$ cat src/rtl/obstacle_pkg.sv
// Shared screen/player geometry and reset values for the obstacle controller.
package obstacle_pkg;

  localparam int SCREEN_W = 800;
  localparam int SCREEN_H = 600;
  localparam int PLAYER_X = 100;
  localparam int PLAYER_W = 50;
  localparam int PLAYER_H = 50;
  localparam int GAP_MIN  = 100;

  localparam logic [11:0] RST_XPOS   = 12'd800;
  localparam logic [11:0] RST_YPOS_1 = 12'd225;
  localparam logic [11:0] RST_YPOS_2 = 12'd375;
  localparam logic [7:0]  RST_LFSR   = 8'hA5;

  // Zero-extend a pixel coordinate so sums never wrap in comparisons
  function automatic logic [12:0] ext13(input logic [11:0] v);
    return {1'b0, v};
  endfunction

endpackage

$ cat src/rtl/obstacle_lfsr.sv
// 8-bit Fibonacci LFSR (x^8+x^6+x^5+x^4+1) used to pick each new gap position.
module obstacle_lfsr
  import obstacle_pkg::*;
(
  input  logic       clk,
  input  logic       rst,
  input  logic       en,
  output logic [7:0] out
);

  // Nonzero seed plus a primitive polynomial keeps the state out of all-zeros
  always_ff @(posedge clk) begin
    if (rst)
      out <= RST_LFSR;
    else if (en)
      out <= {out[6:0], out[7] ^ out[5] ^ out[4] ^ out[3]};
  end

endmodule

$ cat src/rtl/draw_obstacle_ctl.sv
// Scrolls a gapped pillar obstacle leftwards and latches a sticky collision flag.
module draw_obstacle_ctl
  import obstacle_pkg::*;
#(
  parameter int MOVE_DIV = 200000,
  parameter int OBST_W   = 60,
  parameter int GAP_H    = 150
) (
  input  logic        clk,
  input  logic        rst,
  input  logic [11:0] y_from_draw_rect,
  output logic        endgame,
  output logic [11:0] obstacle_xpos_1,
  output logic [11:0] obstacle_ypos_1,
  output logic [11:0] obstacle_ypos_2
);

  localparam int TICK_W = (MOVE_DIV > 1) ? $clog2(MOVE_DIV) : 1;
  localparam logic [TICK_W-1:0] TICK_MAX = TICK_W'(MOVE_DIV - 1);

  logic [TICK_W-1:0] tick;
  logic [7:0]        lfsr;
  logic              step;
  logic              overlap;
  logic              collision;
  logic [12:0]       player_bot;

  obstacle_lfsr u_lfsr (
    .clk (clk),
    .rst (rst),
    .en  (!endgame),
    .out (lfsr)
  );

  assign step = (tick == TICK_MAX) && !endgame;

  always_ff @(posedge clk) begin
    if (rst)
      tick <= '0;
    else if (!endgame)
      tick <= (tick == TICK_MAX) ? '0 : tick + 1'b1;
  end

  // Reaching the left edge respawns the obstacle on the right with a fresh gap
  always_ff @(posedge clk) begin
    if (rst) begin
      obstacle_xpos_1 <= RST_XPOS;
      obstacle_ypos_1 <= RST_YPOS_1;
      obstacle_ypos_2 <= RST_YPOS_2;
    end else if (step) begin
      if (obstacle_xpos_1 != 12'd0) begin
        obstacle_xpos_1 <= obstacle_xpos_1 - 12'd1;
      end else begin
        obstacle_xpos_1 <= 12'(SCREEN_W);
        obstacle_ypos_1 <= 12'(GAP_MIN) + {4'd0, lfsr};
        obstacle_ypos_2 <= 12'(GAP_MIN) + {4'd0, lfsr} + 12'(GAP_H);
      end
    end
  end

  always_comb begin
    overlap    = (13'(PLAYER_X + PLAYER_W) > ext13(obstacle_xpos_1)) &&
                 (13'(PLAYER_X) < ext13(obstacle_xpos_1) + 13'(OBST_W));
    player_bot = ext13(y_from_draw_rect) + 13'(PLAYER_H);
    collision  = (overlap && ((y_from_draw_rect < obstacle_ypos_1) ||
                              (player_bot > ext13(obstacle_ypos_2)))) ||
                 (player_bot >= 13'(SCREEN_H));
  end

  always_ff @(posedge clk) begin
    if (rst)
      endgame <= 1'b0;
    else if (collision)
      endgame <= 1'b1;
  end

endmodule

$ cat config.mk
export PLATFORM = sky130hd
export DESIGN_NAME = draw_obstacle_ctl
export DESIGN_NICKNAME = d
export VERILOG_FILES = /design/src/rtl/obstacle_pkg.sv /design/src/rtl/obstacle_lfsr.sv /design/src/rtl/draw_obstacle_ctl.sv
export SDC_FILE = /design/constraint.sdc
export NUM_CORES = 1
export LEC_CHECK = 0
export CORE_MARGIN = 2
export CORE_UTILIZATION = 47
export CTS_BUF_LIST = sky130_fd_sc_hd__clkbuf_4 sky130_fd_sc_hd__clkbuf_8 sky130_fd_sc_hd__clkbuf_16
export CTS_CLUSTER_SIZE = 24
export DETAILED_ROUTE_END_ITERATION = 6
export PLACE_DENSITY = 0.78
export SLEW_MARGIN = 20
export SYNTH_ARGS = -nofsm -noshare
export SYNTH_HDL_FRONTEND = slang
export SYNTH_SLANG_ARGS = --single-unit
$ cat constraint.sdc
create_clock -name clk -period 4.3 [get_ports clk]
set_input_delay 0.645 -clock clk [delete_from_list [all_inputs] [get_ports clk]]
set_output_delay 0.645 -clock clk [all_outputs]
set_load 0.01 [all_outputs]
; Word level (Yosys, flattened, before mapping)
; Index checks and enable logic that the tools add are counted.
[classes]
addsub = 6
n_mul = 0
div_mod_pow = 0
order_cmp = 5
n_eq_ne = 1
n_shift = 0
muxes = 2
bitwise = 4
n_reduce_logical = 8
[op_table]
columns = operator, n
row1 = $add A12 B6 Y13 const B, 2
row2 = $add A18 B1 Y18 const B, 1
row3 = $eq A18 B18 Y1 const B, 1
row4 = $mux W18, 1
row5 = $ge A13 B10 Y1 const B, 1
row6 = $gt A13 B12 Y1, 1
row7 = $lt A7 B13 Y1 const A, 1
row8 = $gt A8 B12 Y1 const A, 1
row9 = $lt A12 B12 Y1, 1
row10 = $mux W12, 1
row11 = $reduce_bool A12 Y1, 1
row12 = $sub A12 B1 Y12 const B, 1
row13 = $add A9 B8 Y10 const B, 1
row14 = $add A7 B8 Y9 const A, 1
row15 = $logic_and A1 B1 Y1, 3
row16 = $xor A1 B1 Y1, 3
row17 = $logic_or A1 B1 Y1, 2
row18 = $reduce_and A2 Y1, 1
row19 = $logic_not A1 Y1, 1
row20 = $not A1 Y1, 1
[totals]
register_bits = 63
latch_bits = 0
ramBits = 0
romBits = 0
input_bits = 14
out_inout_bits = 37
word_cells = 32
n_memories = 0

; Logic depth before layout (Yosys ltp)
[depth]
word_depth = 5
ltp_mapped = 11
depth_no_buf = 11

; Cells and area by module
; Synthesis repeated with hierarchy kept, for this count alone.
[unflattened]
cells_unflattened = 424
hier_area_um2 = 3538.4
[modules_own_cells]
columns = module, instances, cells_per_inst, area_per_inst_um2, seq_area_each_um2
row1 = draw_obstacle_ctl, 1, 395, 3235.6, 980.9
row2 = obstacle_lfsr, 1, 29, 302.8, 160.2

; Worst setup path after synthesis
; OpenSTA, ideal clock, no wires.
[synth_timing]
kind = input -> register
startpoint = in y_from_draw_rect[2]
endpoint = reg endgame
setup_ps = 134
arrival_ps = 2544
required_ps = 4166
setup_slack_ps = 1623
stages = 10
path_buffers = 0
path_cell_list = a311oi_1 nor2_1 xor2_1 ha_1 nand2_1 nor2_1 a2111oi_0 a21oi_1 nor4_1 o22ai_1
[synth_via]
elab_chain_len = 5
word_cells_on_any_way = 7
classes_between = add/sub: 1 / order compare: 3 / reduce/logical: 3
[synth_rtl]
columns = element, line
row1 = start: declaration, draw_obstacle_ctl.sv:11  ; input logic [11:0] y_from_draw_rect,
row2 = $add A12 B6 Y13, draw_obstacle_ctl.sv:64  ; player_bot = ext13(y_from_draw_rect) + 13'(PLAYER_H);
row3 = $gt A13 B12 Y1, draw_obstacle_ctl.sv:66  ; (player_bot > ext13(obstacle_ypos_2)))) ||
row4 = $logic_or A1 B1 Y1, draw_obstacle_ctl.sv:65  ; collision = (overlap && ((y_from_draw_rect < obstacle_ypos_1) ||
row5 = $logic_and A1 B1 Y1, draw_obstacle_ctl.sv:65
row6 = $logic_or A1 B1 Y1 *, draw_obstacle_ctl.sv:66
row7 = end signal: assignment, draw_obstacle_ctl.sv:72  ; endgame <= 1'b0;
row8 = end signal: assignment, draw_obstacle_ctl.sv:74  ; endgame <= 1'b1;
row9 = end: declaration, draw_obstacle_ctl.sv:12  ; output logic endgame,
; Mark *: on every way between the ends. The rest lies on a longest branch, timed or not.
; A chain may end at the register's enable or synchronous reset.

; Worst setup path after layout
[layout_timing]
startpoint = in y_from_draw_rect[5]
endpoint = reg endgame
; The elaborated chain is that of the path after synthesis.

==> results.txt <==
The flow ran to the end, and the final reports show no timing, DRC or antenna violations. After global routing the overflow that remains totals 0. The worst path in the final design needs a cycle of 3.34 ns, including I/O delays and setup. The logs give 0.34 ns for the clock network latency to the later pin of the worst-skew pair and 502 for the final net count. Across the run, the number of max-cap violations was 0. Setup violations remaining at the end of the flow were counted as 0.

The share of the synthesized area in the top cell type works out to 0.328. Fill cells in the final layout number 645. The tools report the startpoint class of the critical path as an input pin. The logs give 0.406 for the power share of the clock group and 2,989 for the via total after detailed routing.

The total count of hold-check failures in the final report was 0. The worst clock skew was 0.00729 ns. Ranked by total cell area, the synthesized netlist is headed by sky130_fd_sc_hd__dfxtp_1 33%, sky130_fd_sc_hd__ha_1 11%, sky130_fd_sc_hd__xor2_1 6.6%. The number of global-route vias before repair was 2,817.

The floorplan die width is 90.0 um, and the number of hold-repair buffers added at the cts stage is 0. For this design the ratio of total power to cell area is 283 mW/mm^2. The run gives 57 as the clock sink count.

The critical path in this run is classified as input pin to flop. The tightest min-delay check is of the flop to flop type. The switching share of power was 0.254; the post-route fraction of the period consumed by the critical path was 0.777. The die is 90.0 um tall. For this run, design rule violations remaining after detail routing come to 0. After layout, the worst setup slack is 0.960 ns. The weighted congestion reported at the end of routability-driven placement came out at 0.873. The number of setup buffers added after CTS is 0, and the critical path data required time is 4.49 ns. The peak supply drop was 226 uV; the largest net degree at the start of global routing was 20.

In the synthesized netlist, the number of instances is 416. The average wire per standard cell was 13.4 um. In the routed layout, each cell is associated on average with a via count of 5.32.

sky130_fd_sc_hd__dfxtp_1 takes more of the synthesized area than any other cell. The core region is 0.00721 sq mm. The repair_antennas step left the layout with diodes totalling 0. Relative area change from synthesis to final layout: 20.1%. The tools report the number of slew-limit violations in the final report as 0.

Counting along the longest clock path gives a buffer depth of 2. The combinational cell fraction of total power was 0.123. The tools report the global-route usage over all layers as 0.196. In this run the tool buffered the top-level ports with 45 buffer cells. The run gives 4 as the number of detailed-route iterations in the first pass. A synthesized cell averages 8.36 sq um. The clock-pin slew of the registers on the worst-case setup and hold paths is 0.06 ns, and the boundary pin count is 51. The run gives 0.000300 W as the switching power total. The fraction of synthesis flops using an asynchronous set or reset pin came out at 0. Setup repair after global routing left no endpoint under its margin. The leakage component of the power is 1.67 nW.

The run gives 0 as the post-cts resize count. At the placement stage, the worst setup path has a slack of 0.663 ns. Floorplan row count: 31. The first global-routing pass estimated 13,100 um of wire.

STA classifies the critical path endpoint as a flop. For the tightest slew margin relative to the limit, the log shows 0.379. The floorplan step defined a die boundary enclosing 0.00810 sq mm. Number of enable-type register cells in the synthesized netlist: 0.

TritonCTS built the clock tree. The logs give 0.328 for the post-synthesis sequential area ratio and 0.478 ns for the final-layout worst hold slack. The portion of total power attributed to sequential cells was 0.472; the maximum clock frequency was 299 MHz. The effective utilization at floorplan was 0.482. Of all nets on the critical path, the largest fanout is 7. For the initial antenna violation count, the log shows 0. For the number of distinct library cells after synthesis, the log shows 52.

Summing every instance area after synthesis gives 0.00348 sq mm. In this run the number of H-tree levels came out at 3. Transition at the pin with the smallest max-transition slack: 0.924 ns. The number of nets with antenna violations after detailed routing came out at 0. Clock tree synthesis selected as its root buffer the cell sky130_fd_sc_hd__clkbuf_8. The setup check on the worst reg-to-reg path leaves a slack of 1.66 ns.

For this block, the routed nets add up to 7520 um of wire. At the worst endpoint, the arrival time is 3.53 ns. The internal power of the cells totals 0.000882 W. The HPWL after detailed placement is 5550 um. The proportion of layout cells with a drive suffix above 1 came out at 0.0583.

The total negative setup slack is 0 ns. Number of buffers created by CTS: 9. The most instantiated flip-flop cell in the synthesis netlist was sky130_fd_sc_hd__dfxtp_1.

The number of warnings reported in the yosys synthesis log is 0, and the synthesis-stage register bit count is 57. The first routing iteration left 137 violations.
-- Yosys cell counts (3+ instances only) --
library cell / instances
sky130_fd_sc_hd__dfxtp_1: 57
sky130_fd_sc_hd__nor2_1: 50
sky130_fd_sc_hd__nand2_1: 43
sky130_fd_sc_hd__ha_1: 30
sky130_fd_sc_hd__inv_1: 27
sky130_fd_sc_hd__xor2_1: 26
sky130_fd_sc_hd__xnor2_1: 23
sky130_fd_sc_hd__a21oi_1: 15
sky130_fd_sc_hd__nand3_1: 14
sky130_fd_sc_hd__o21ai_0: 13
sky130_fd_sc_hd__clkbuf_1: 11
sky130_fd_sc_hd__o211ai_1: 11
sky130_fd_sc_hd__nor3_1: 9
sky130_fd_sc_hd__nand4_1: 8
sky130_fd_sc_hd__mux2i_1: 7
sky130_fd_sc_hd__a211oi_1: 6
sky130_fd_sc_hd__buf_4: 6
sky130_fd_sc_hd__nor2b_1: 5
sky130_fd_sc_hd__and4_1: 4
sky130_fd_sc_hd__nand4b_1: 4
sky130_fd_sc_hd__a211o_1: 3
sky130_fd_sc_hd__a311oi_1: 3
sky130_fd_sc_hd__nand2b_1: 3
sky130_fd_sc_hd__nor4_1: 3
sky130_fd_sc_hd__or3_1: 3
-- placed cells by master, fill, tap and decap left out, types with 3 or more instances in the layout --
cell type	count
sky130_fd_sc_hd__nor3_1	9
sky130_fd_sc_hd__a211o_1	3
sky130_fd_sc_hd__or3_1	3
sky130_fd_sc_hd__nor2b_1	5
sky130_fd_sc_hd__conb_1	5
sky130_fd_sc_hd__xor2_1	26
sky130_fd_sc_hd__a211oi_1	6
sky130_fd_sc_hd__ha_1	30
sky130_fd_sc_hd__o21ai_0	13
sky130_fd_sc_hd__dfxtp_1	57
sky130_fd_sc_hd__xnor2_1	23
sky130_fd_sc_hd__nand2_1	43
sky130_fd_sc_hd__nand4_1	8
sky130_fd_sc_hd__o211ai_1	11
sky130_fd_sc_hd__nor4_1	3
sky130_fd_sc_hd__nand3_1	14
sky130_fd_sc_hd__nand4b_1	4
sky130_fd_sc_hd__a311oi_1	3
sky130_fd_sc_hd__and4_1	4
sky130_fd_sc_hd__inv_1	27
sky130_fd_sc_hd__clkbuf_8	13
sky130_fd_sc_hd__a21oi_1	15
sky130_fd_sc_hd__mux2i_1	7
sky130_fd_sc_hd__clkdlybuf4s50_1	45
sky130_fd_sc_hd__nand2b_1	3
sky130_fd_sc_hd__nor2_1	50
-- through the flow --
stage,std cells,total power [W],utilization,area (sq um)
final,562,0.00118,0.578,4170
after floorplan,420,0.000673,-,3490
after global placement,546,0.000708,0.551,3970
after global routing,562,0.00124,0.578,4170
after detailed placement,546,0.000712,0.551,3980
after CTS,562,0.00119,0.578,4170
-- cells by family after synthesis --
| kind of cell | Yosys count | share of synthesized area |
|---|---|---|
| adders and majority gates | 30 | 0.108 |
| AOI/OAI and AO/OA | 62 | 0.115 |
| other | 1 | 0.00108 |
| buffers and inverters | 48 | 0.0612 |
| DFF | 57 | 0.328 |
| and+or+nand+nor | 162 | 0.243 |
| xor gates and xnor gates | 49 | 0.123 |
| muxes | 7 | 0.0202 |
-- state kept, by name, indices dropped and copies added, names as in the netlist --
name	cells
endgame	1
obstacle_ypos_2	10
obstacle_ypos_1	8
u_lfsr.out	8
tick	18
obstacle_xpos_1	12
-- power groups by stage --
stage | Sequential, W | Clock (W) | Combinational (W)
2_1_floorplan | 0.000560 | 0 | 0.000113
3_3_place_gp | 0.000569 | 0 | 0.000139
3_5_place_dp | 0.000569 | 0 | 0.000143
4_1_cts | 0.000557 | 0.000491 | 0.000144
5_1_grt | 0.000560 | 0.000516 | 0.000163
6_report | 0.000557 | 0.000479 | 0.000145
-- path summary, 6_finish.rpt --
path	from	end	cells past startpoint
max	y_from_draw_rect[5]	endgame	11
min	obstacle_ypos_1[2]	obstacle_ypos_1[2]	2
min reg2reg	obstacle_ypos_1[2]	obstacle_ypos_1[2]	2
max reg2reg	endgame	obstacle_xpos_1[1]	5
-- worst max-delay path: stages --
cell and delay, ns:
sky130_fd_sc_hd__clkdlybuf4s50_1 0.54, sky130_fd_sc_hd__a311oi_1 0.68, sky130_fd_sc_hd__nor2_1 0.15, sky130_fd_sc_hd__xor2_1 0.18, sky130_fd_sc_hd__ha_1 0.32, sky130_fd_sc_hd__nand2_1 0.08, sky130_fd_sc_hd__nor2_1 0.04, sky130_fd_sc_hd__a2111oi_0 0.45
sky130_fd_sc_hd__a21oi_1 0.14, sky130_fd_sc_hd__nor4_1 0.19, sky130_fd_sc_hd__o22ai_1 0.11
-- metal layers --
metal | share of wire | global-route usage | vias to the layer above
li1 | - | - | 1514
met1 | 0.47 | 0.266 | 1387
met2 | 0.46 | 0.301 | 78
met3 | 0.056 | 0.0511 | 10
met4 | 0.017 | 0.0705 | 0
met5 | 0 | 0 | -
-- layout make-up --
cell class	count	area, sq um	share of cell area
clock inverter	2	10.0	0.00240
inverter	28	105	0.0252
sequential	57	1140	0.273
timing repair buffer	47	465	0.112
clock buffer	14	186	0.0447
multi-input combinational	315	2140	0.513
tap	99	124	0.0297
Power figures use the tool's default switching activity.
